$ cat src/rtl/pipe_scoreboard_pkg.sv
// rtl/pipe_scoreboard_pkg.sv - shared types and constants for the pipeline hazard scoreboard
package pipe_scoreboard_pkg;

  localparam int REG_ADDR_W_DEF = 5;
  // Slot rd field is sized for the widest legal register index; narrower indices are zero-extended.
  localparam int RD_W_MAX = 8;
  // Forward select value meaning "take the operand from the register file".
  localparam int FWD_RF = 0;

  typedef struct packed {
    logic                valid;
    logic [RD_W_MAX-1:0] rd;
    logic                is_load;
  } slot_t;

  function automatic int sel_w(input int num_stages);
    return $clog2(num_stages + 1);
  endfunction

endpackage

$ cat src/rtl/pipe_scoreboard_sb_match.sv
// rtl/pipe_scoreboard_sb_match.sv - youngest-producer priority matcher for one source operand
module sb_match
  import pipe_scoreboard_pkg::*;
#(
  parameter int NUM_STAGES = 3,
  parameter int M_W        = 2
) (
  input  slot_t [NUM_STAGES-1:0] slots_i,
  input  logic  [RD_W_MAX-1:0]   rs_i,
  input  logic                   en_i,
  output logic                   hit_o,
  output logic  [M_W-1:0]        m_o,
  output logic                   is_load_o
);

  // Scan oldest to youngest so the lowest matching slot index is the one left standing.
  always_comb begin
    hit_o     = 1'b0;
    m_o       = '0;
    is_load_o = 1'b0;
    for (int k = NUM_STAGES - 1; k >= 0; k--) begin
      if (en_i && slots_i[k].valid && (slots_i[k].rd == rs_i)) begin
        hit_o     = 1'b1;
        m_o       = M_W'(k);
        is_load_o = slots_i[k].is_load;
      end
    end
  end

endmodule

$ cat src/rtl/pipe_scoreboard.sv
// rtl/pipe_scoreboard.sv - in-flight write tracker producing ID stall, forward selects and perf counters
module pipe_scoreboard
  import pipe_scoreboard_pkg::*;
#(
  parameter  int REG_ADDR_W = REG_ADDR_W_DEF,
  parameter  int NUM_STAGES = 3,
  parameter  int FWD_EN     = 1,
  parameter  int LOAD_LAT   = 1,
  parameter  int CNT_W      = 32,
  localparam int SEL_W      = sel_w(NUM_STAGES)
) (
  input  logic                  clk,
  input  logic                  reset,
  input  logic                  id_valid,
  input  logic [REG_ADDR_W-1:0] id_rs1,
  input  logic [REG_ADDR_W-1:0] id_rs2,
  input  logic                  id_rs1_used,
  input  logic                  id_rs2_used,
  input  logic [REG_ADDR_W-1:0] id_rd,
  input  logic                  id_reg_write,
  input  logic                  id_is_load,
  input  logic                  flush,
  output logic                  stall,
  output logic [SEL_W-1:0]      fwd_sel_rs1,
  output logic [SEL_W-1:0]      fwd_sel_rs2,
  output logic                  issue,
  output logic [CNT_W-1:0]      stall_cnt,
  output logic [CNT_W-1:0]      fwd_cnt
);

  slot_t [NUM_STAGES-1:0] slot_q, slot_d;
  logic [CNT_W-1:0]       stall_cnt_q, fwd_cnt_q;

  logic             hit1, hit2, ld1, ld2, haz1, haz2;
  logic [SEL_W-1:0] m1, m2;

  sb_match #(.NUM_STAGES(NUM_STAGES), .M_W(SEL_W)) u_match_rs1 (
    .slots_i   (slot_q),
    .rs_i      (RD_W_MAX'(id_rs1)),
    .en_i      (id_rs1_used && (id_rs1 != '0)),
    .hit_o     (hit1),
    .m_o       (m1),
    .is_load_o (ld1)
  );

  sb_match #(.NUM_STAGES(NUM_STAGES), .M_W(SEL_W)) u_match_rs2 (
    .slots_i   (slot_q),
    .rs_i      (RD_W_MAX'(id_rs2)),
    .en_i      (id_rs2_used && (id_rs2 != '0)),
    .hit_o     (hit2),
    .m_o       (m2),
    .is_load_o (ld2)
  );

  // Without bypassing any in-flight producer blocks; with it, only a load that is still too young.
  assign haz1 = hit1 && ((FWD_EN == 0) || (ld1 && (int'(m1) < LOAD_LAT)));
  assign haz2 = hit2 && ((FWD_EN == 0) || (ld2 && (int'(m2) < LOAD_LAT)));

  assign fwd_sel_rs1 = ((FWD_EN != 0) && hit1 && !haz1) ? (m1 + SEL_W'(1)) : SEL_W'(FWD_RF);
  assign fwd_sel_rs2 = ((FWD_EN != 0) && hit2 && !haz2) ? (m2 + SEL_W'(1)) : SEL_W'(FWD_RF);

  // Flush wins over stall so a killed ID instruction never holds the front end.
  assign stall = id_valid && !flush && (haz1 || haz2);
  assign issue = id_valid && !stall && !flush;

  assign stall_cnt = stall_cnt_q;
  assign fwd_cnt   = fwd_cnt_q;

  // Next slot vector: new tag enters EX (bubble unless a real write issues), everything else ages by one.
  always_comb begin
    slot_d[0].valid   = issue && id_reg_write && (id_rd != '0);
    slot_d[0].rd      = RD_W_MAX'(id_rd);
    slot_d[0].is_load = id_is_load;
    for (int k = 1; k < NUM_STAGES; k++) begin
      slot_d[k] = slot_q[k-1];
    end
  end

  // Slot shift register; async clear discards all in-flight tags.
  always_ff @(posedge clk or negedge reset) begin
    if (!reset) begin
      slot_q <= '0;
    end else begin
      slot_q <= slot_d;
    end
  end

  // Saturating performance counters: stalled cycles and issued instructions that used a bypass.
  always_ff @(posedge clk or negedge reset) begin
    if (!reset) begin
      stall_cnt_q <= '0;
      fwd_cnt_q   <= '0;
    end else begin
      if (stall && (stall_cnt_q != '1)) begin
        stall_cnt_q <= stall_cnt_q + CNT_W'(1);
      end
      if (issue && ((fwd_sel_rs1 != '0) || (fwd_sel_rs2 != '0)) && (fwd_cnt_q != '1)) begin
        fwd_cnt_q <= fwd_cnt_q + CNT_W'(1);
      end
    end
  end

endmodule

$ cat config.mk
export PLATFORM = sky130hd
export DESIGN_NAME = pipe_scoreboard
export DESIGN_NICKNAME = d
export VERILOG_FILES = /design/src/rtl/pipe_scoreboard_pkg.sv /design/src/rtl/pipe_scoreboard_sb_match.sv /design/src/rtl/pipe_scoreboard.sv
export SDC_FILE = /design/constraint.sdc
export NUM_CORES = 1
export LEC_CHECK = 0
export BUFFER_PORTS_ARGS = -buffer_cell sky130_fd_sc_hd__buf_2
export CAP_MARGIN = 20
export CORE_MARGIN = 1.5
export CORE_UTILIZATION = 59
export DETAILED_ROUTE_END_ITERATION = 12
export GPL_TIMING_DRIVEN = 1
export PLACE_DENSITY = 0.93
export SYNTH_ARGS = -nofsm -noshare
export SYNTH_HDL_FRONTEND = slang
export SYNTH_SLANG_ARGS = --single-unit
$ cat constraint.sdc
create_clock -name clk -period 4.9 [get_ports clk]
set_input_delay 0.735 -clock clk [delete_from_list [all_inputs] [get_ports clk]]
set_output_delay 0.735 -clock clk [all_outputs]
set_load 0.05 [all_outputs]
Word-level counts from Yosys, hierarchy flattened. Cells that the tools add are included.

Input bits: 23. Register bits: 85. Logic and storage cells: 85. Output and inout bits: 70.

Add/subtract/negate cells: 4. $lt $le $gt $ge: 2. Reduce and logical (&&, ||, !) cells: 40. Eq/ne operators: 8. Muxes and demuxes: 20.

Operator list (count): 32-bit by 1-bit adder with 32-bit output (second input constant) (2); 32-bit inequality test (second input constant) (2); 5-bit equality test (6); 1-bit logical AND (29); 2-bit 2-to-1 mux (8); 5-bit nonzero test (3); 1-bit 2-to-1 mux (12); 2-bit by 1-bit adder with 2-bit output (second input constant) (2); 1-bit zero test (4); 2-bit by 1-bit < comparator with 1-bit output (second input constant) (2); 2-bit nonzero test (2); 1-bit logical OR (2).

Longest topological paths before layout.
Depth in word-level cells: 17. Depth in mapped cells: 16. Mapped depth without buffers: 14.

By module. From an unflattened synthesis, not the netlist that was laid out.

Cell total of the unflattened synthesis: 436. Area total of the unflattened synthesis: 4585.6 µm².

By module, submodules not included: pipe_scoreboard (times used 1, area each 3880.0 µm², cells an instance 346); sb_match (times used 2, area each 352.8 µm², cells an instance 45).

Worst setup path after synthesis. No wires, ideal clock.

Path kind: input port to output port. Start: input id_rs1[1]. End: output fwd_sel_rs1[0]. Arrival time: 3.429 ns. Required time: 4.165 ns. Buffers on the path: 0. Cell stages on the path: 10. Path slack: 0.736 ns. Cell sequence: or4_1 -> o211a_1 -> and3_1 -> or3_1 -> ha_1 -> inv_1 -> a31oi_1 -> a22oi_1 -> o21ai_0 -> a21oi_1.

Cells in the longest elaborated chain, start to end: 13.

RTL lines: start: declaration (line pipe_scoreboard.sv:15) `input logic [REG_ADDR_W-1:0] id_rs1,`; 5-bit nonzero test (line pipe_scoreboard.sv:40) `.en_i (id_rs1_used && (id_rs1 != '0)),`; 1-bit logical AND (line pipe_scoreboard.sv:40); 1-bit logical AND (2 in series) (line pipe_scoreboard_sb_match.sv:22) `if (en_i && slots_i[k].valid && (slots_i[k].rd == rs_i)) begin`; 2-bit 2-to-1 mux (3 in series) (line pipe_scoreboard_sb_match.sv:22); 2-bit by 1-bit < comparator with 1-bit output (line pipe_scoreboard.sv:56) `assign haz1 = hit1 && ((FWD_EN == 0) || (ld1 && (int'(m1) < LOAD_LAT)));`; 1-bit logical AND (2 in series) (line pipe_scoreboard.sv:56); 1-bit zero test (line pipe_scoreboard.sv:59) `assign fwd_sel_rs1 = ((FWD_EN != 0) && hit1 && !haz1) ? (m1 + SEL_W'(1)) : SEL_W'(FWD_RF);`; 1-bit logical AND (line pipe_scoreboard.sv:59); 2-bit 2-to-1 mux * (line pipe_scoreboard.sv:59); end: declaration (line pipe_scoreboard.sv:24) `output logic [SEL_W-1:0] fwd_sel_rs1,`.

Mark *: on every way between the ends. The rest lies on a longest branch, timed or not.

Worst setup path after layout.
Start: input id_rs2[2]. End: output stall.

Cells in the longest elaborated chain, start to end: 12.

RTL lines: start: declaration (line pipe_scoreboard.sv:16) `input logic [REG_ADDR_W-1:0] id_rs2,`; 5-bit nonzero test (line pipe_scoreboard.sv:49) `.en_i (id_rs2_used && (id_rs2 != '0)),`; 1-bit logical AND (line pipe_scoreboard.sv:49); 1-bit logical AND (2 in series) (line pipe_scoreboard_sb_match.sv:22); 2-bit 2-to-1 mux (3 in series) (line pipe_scoreboard_sb_match.sv:22); 2-bit by 1-bit < comparator with 1-bit output (line pipe_scoreboard.sv:57) `assign haz2 = hit2 && ((FWD_EN == 0) || (ld2 && (int'(m2) < LOAD_LAT)));`; 1-bit logical AND (line pipe_scoreboard.sv:57); 1-bit logical AND * (line pipe_scoreboard.sv:57); 1-bit logical OR * (line pipe_scoreboard.sv:63) `assign stall = id_valid && !flush && (haz1 || haz2);`; 1-bit logical AND * (line pipe_scoreboard.sv:63); end: declaration (line pipe_scoreboard.sv:23) `output logic stall,`.

Marked as above.

==> results.sh <==
export IMPL_internal_power_w=0.0009737
export IMPL_setup_tns_ns=0
export IMPL_io_buffers=92
export IMPL_cts_buffers=9
export IMPL_grt_setup_unrepaired="false"
export IMPL_via_count=3493
export IMPL_final_setup_worst_slack_ns=0.4893
export IMPL_power_density_nw_per_um2=252.3
export IMPL_period_minus_slack_ns=4.411
export IMPL_avgRoutedWirePerCell_microns=15.18
export IMPL_drt_first_iter_violations=243
export IMPL_dp_hpwl_microns=6986
export IMPL_wirelength_microns=9348
export IMPL_area_growth_pct=16.83
export IMPL_arrival_ns=3.68
export IMPL_start_kind="input pin"
export IMPL_crit_type="in2out"
export IMPL_setup_viol=0
export IMPL_synthMuxAreaShare_pct=0.5195
export IMPL_cts_setup_buffers=0
export IMPL_initial_core_util_pct=60.42
export IMPL_clkPwrFrac_pct=36.5
export IMPL_ys_seq_area_share_pct=49.06
export IMPL_gr_total_overflow=0
export IMPL_clk_pin_slew_ns=0.08
export IMPL_rr_endpoint="stall_cnt[27]"
export IMPL_layout_nets=540
export IMPL_synth_top_family_by_area="simple AND/OR/NAND/NOR gates"
export IMPL_postRouteAntennaNets=0
export IMPL_place_inst=600
export IMPL_min_path_cells=0
export IMPL_r2r_start="slot_d[23]"
export IMPL_cts_resized=0
export IMPL_r2r_setup_slack_ns=1.19
export IMPL_globalplace_congestion=1.002
export IMPL_cts_sinks=85
export IMPL_antenna_found_initial=0
export IMPL_period_share_pct=90.01
export IMPL_drive_above_1_share_pct=24.56
export IMPL_ys_warnings_count=0
export IMPL_status="completed"
export IMPL_power_w=0.001278
export IMPL_endpoint_kind="output pin"
export IMPL_dr_pass1_iters=4
export IMPL_rows=31
export IMPL_min_path_type="reg2reg"
export IMPL_die_area_sq_um=7871
export IMPL_hold_worst_slack_ns=0.3859
export IMPL_syn_inst=418
export IMPL_die_w_microns=88.72
export IMPL_hp_start="slot_d[20]"
export IMPL_synth_compound_area_share_pct=4.127
export IMPL_fmax_mhz=226.7
export IMPL_place_ws_ns=0.5686
export IMPL_io_pins=93
export IMPL_gr_usage_all_layers_pct=25.37
export IMPL_grt_start_max_net_pins=86
export IMPL_synth_adder_area_share_pct=1.154
export IMPL_clock_latency_ns=0.34
export IMPL_crit_fanout=8
export IMPL_slew_violations=0
export IMPL_skew_ns=0.008713
export IMPL_grt_pass1_wl_microns=15360
export IMPL_maxCapViolations=0
export IMPL_synth_simple_gate_area_share_pct=24.21
export IMPL_fp_dieH_microns=88.72
export IMPL_hold_violations=0
export IMPL_seqPwrFrac_pct=56.7
export IMPL_yosys_register_bits=85
export IMPL_relSlewSlack_pct=52.47
export IMPL_avgSynthCellArea_sq_um=10.37
export IMPL_diodes=0
export IMPL_max_slew_worst_pin_slew_ns=0.7064
export IMPL_drc=0
export IMPL_hold_end="slot_q[20]"
export IMPL_swShare_pct=23.81
export IMPL_cts_root_buf="clkbuf_8"
export IMPL_synth_xor_area_share_pct=18.18
export IMPL_p_switching_w=0.0003042
export IMPL_combPwrFrac_pct=6.8
export IMPL_hold_buffers=0
export IMPL_core_sq_um=7176
export IMPL_reg2reg_depth=13
export IMPL_cts_tree="yes"
export IMPL_stdcell_count=616
export IMPL_syn_nets=445
export IMPL_netlist_area_sq_um=4335
export IMPL_h_tree_depth=3
export IMPL_worstPathRequired_ns=4.16
export IMPL_cts_buffer_depth=2
export IMPL_vias_per_cell=5.670
export IMPL_synth_distinct_cells=48
export IMPL_leakage_nw=2.511
export IMPL_grt_pass1_vias=3317
export IMPL_max_vdd_ir_drop_mv=0.1637
==> critical path: stages <==
cell	delay, ns
buf_2	0.14
xor2_1	0.18
or3_1	0.42
nor4_1	0.56
or3_1	0.20
ha_1	0.14
o31a_2	0.16
or4b_1	0.47
nand4_1	0.17
nand2b_1	0.12
clkinv_2	0.11
buf_2	0.27
==> kinds of logic after synthesis <==
logic type                 after synthesis
and+or+nand+nor                        186
muxes                                    2
DFF                                     85
AOI/OAI and AO/OA                       26
buffers and inverters                   25
xor gates and xnor gates                90
adders and majority gates                4
==> worst max path at each step <==
| stage | from | end | slack, ns |
|---|---|---|---|
| after CTS | id_rs2[2] | stall | 0.55 |
| final | id_rs2[2] | stall | 0.49 |
| after floorplan | id_rs1[1] | fwd_sel_rs1[0] | 0.74 |
| after detailed placement | id_rs2[2] | stall | 0.57 |
| after global placement | id_rs2[2] | stall | 0.71 |
| after global routing | id_rs2[2] | stall | 0.25 |
==> placed cells by master, fill, tap and decap left out, drive strengths merged, types with 3 or more instances in the layout <==
cell / netlist / layout
nor4: 13 / 13
and2: 4 / 4
a31oi: 3 / 3
nand3: 32 / 32
nor3: 20 / 20
and4: 3 / 3
clkbuf: 3 / 10
ha: 4 / 4
nor2: 20 / 20
clkinv: 1 / 4
xor2: 39 / 39
nand4: 17 / 17
nand2: 34 / 34
and3: 18 / 18
xnor2: 51 / 51
or2: 5 / 5
or3: 8 / 8
dfrtp: 85 / 85
inv: 15 / 15
a21oi: 5 / 5
buf: 6 / 93
or4: 4 / 4
o21ai: 6 / 6
==> stage by stage <==
| step | cell area [sq um] | utilization [%] |
|---|---|---|
| floorplan | 4335 | - |
| global placement | 4865 | 67.79 |
| detailed placement | 4865 | 67.79 |
| CTS | 5045 | 70.31 |
| global route | 5065 | 70.58 |
| finish | 5065 | 70.58 |
==> cells in the mapped netlist, drive strengths merged <==
master,count,area share [%]
dfrtp,85,49
xnor2,51,10
xor2,39,7.9
nand2,34,2.9
nand3,32,4.0
nor2,20,1.7
nor3,20,2.8
and3,18,2.6
nand4,17,2.5
inv,15,1.3
nor4,13,2.2
or3,8,1.2
buf,6,1.1
o21ai,6,0.78
a21oi,5,0.58
or2,5,0.72
and2,4,0.58
ha,4,1.2
or4,4,0.87
a31oi,3,0.43
and4,3,0.61
clkbuf,3,0.26
a22oi,2,0.35
mux2,2,0.52
nand2b,2,0.29
o211a,2,0.46
o211ai,2,0.35
o31ai,2,0.35
or4b,2,0.46
a211oi,1,0.17
a22o,1,0.20
and3b,1,0.20
and4b,1,0.23
clkinv,1,0.12
nand4b,1,0.20
nand4bb,1,0.26
o311a,1,0.23
o31a,1,0.23
==> metal layers <==
layer  wire length (microns)  vias to the layer above  GRT usage (%)
li1                        -                     1660              -
met1                    4027                     1695          33.43
met2                    4529                      120          41.32
met3                     629                       18          5.597
met4                     162                        0          9.233
met5                       0                        -              0
==> registers in the layout, summed over array words and instances (netlist names) <==
signal and flops:
stall_cnt 32, slot_d 14, slot_q 7, fwd_cnt 32
==> power by group through the flow <==
stage          Clock [W]  Sequential [W]  Combinational, W
6_report        0.000467        0.000725         0.0000865
5_1_grt         0.000513        0.000726         0.0000952
4_1_cts         0.000482        0.000724         0.0000849
3_5_place_dp           0        0.000738         0.0000845
3_3_place_gp           0        0.000737         0.0000808
2_1_floorplan          0        0.000742         0.0000397
==> final cells by class <==
| class | instances | area (sq um) |
|---|---|---|
| tap | 99 | 123.9 |
| multi-input combinational | 308 | 2090 |
| sequential | 85 | 2127 |
| inverter | 16 | 61.31 |
| fill | 538 | 2111 |
| clock inverter | 5 | 52.55 |
| clock buffer | 10 | 127.6 |
| timing repair buffer | 93 | 483.0 |
(Power assumes the default switching activity.)
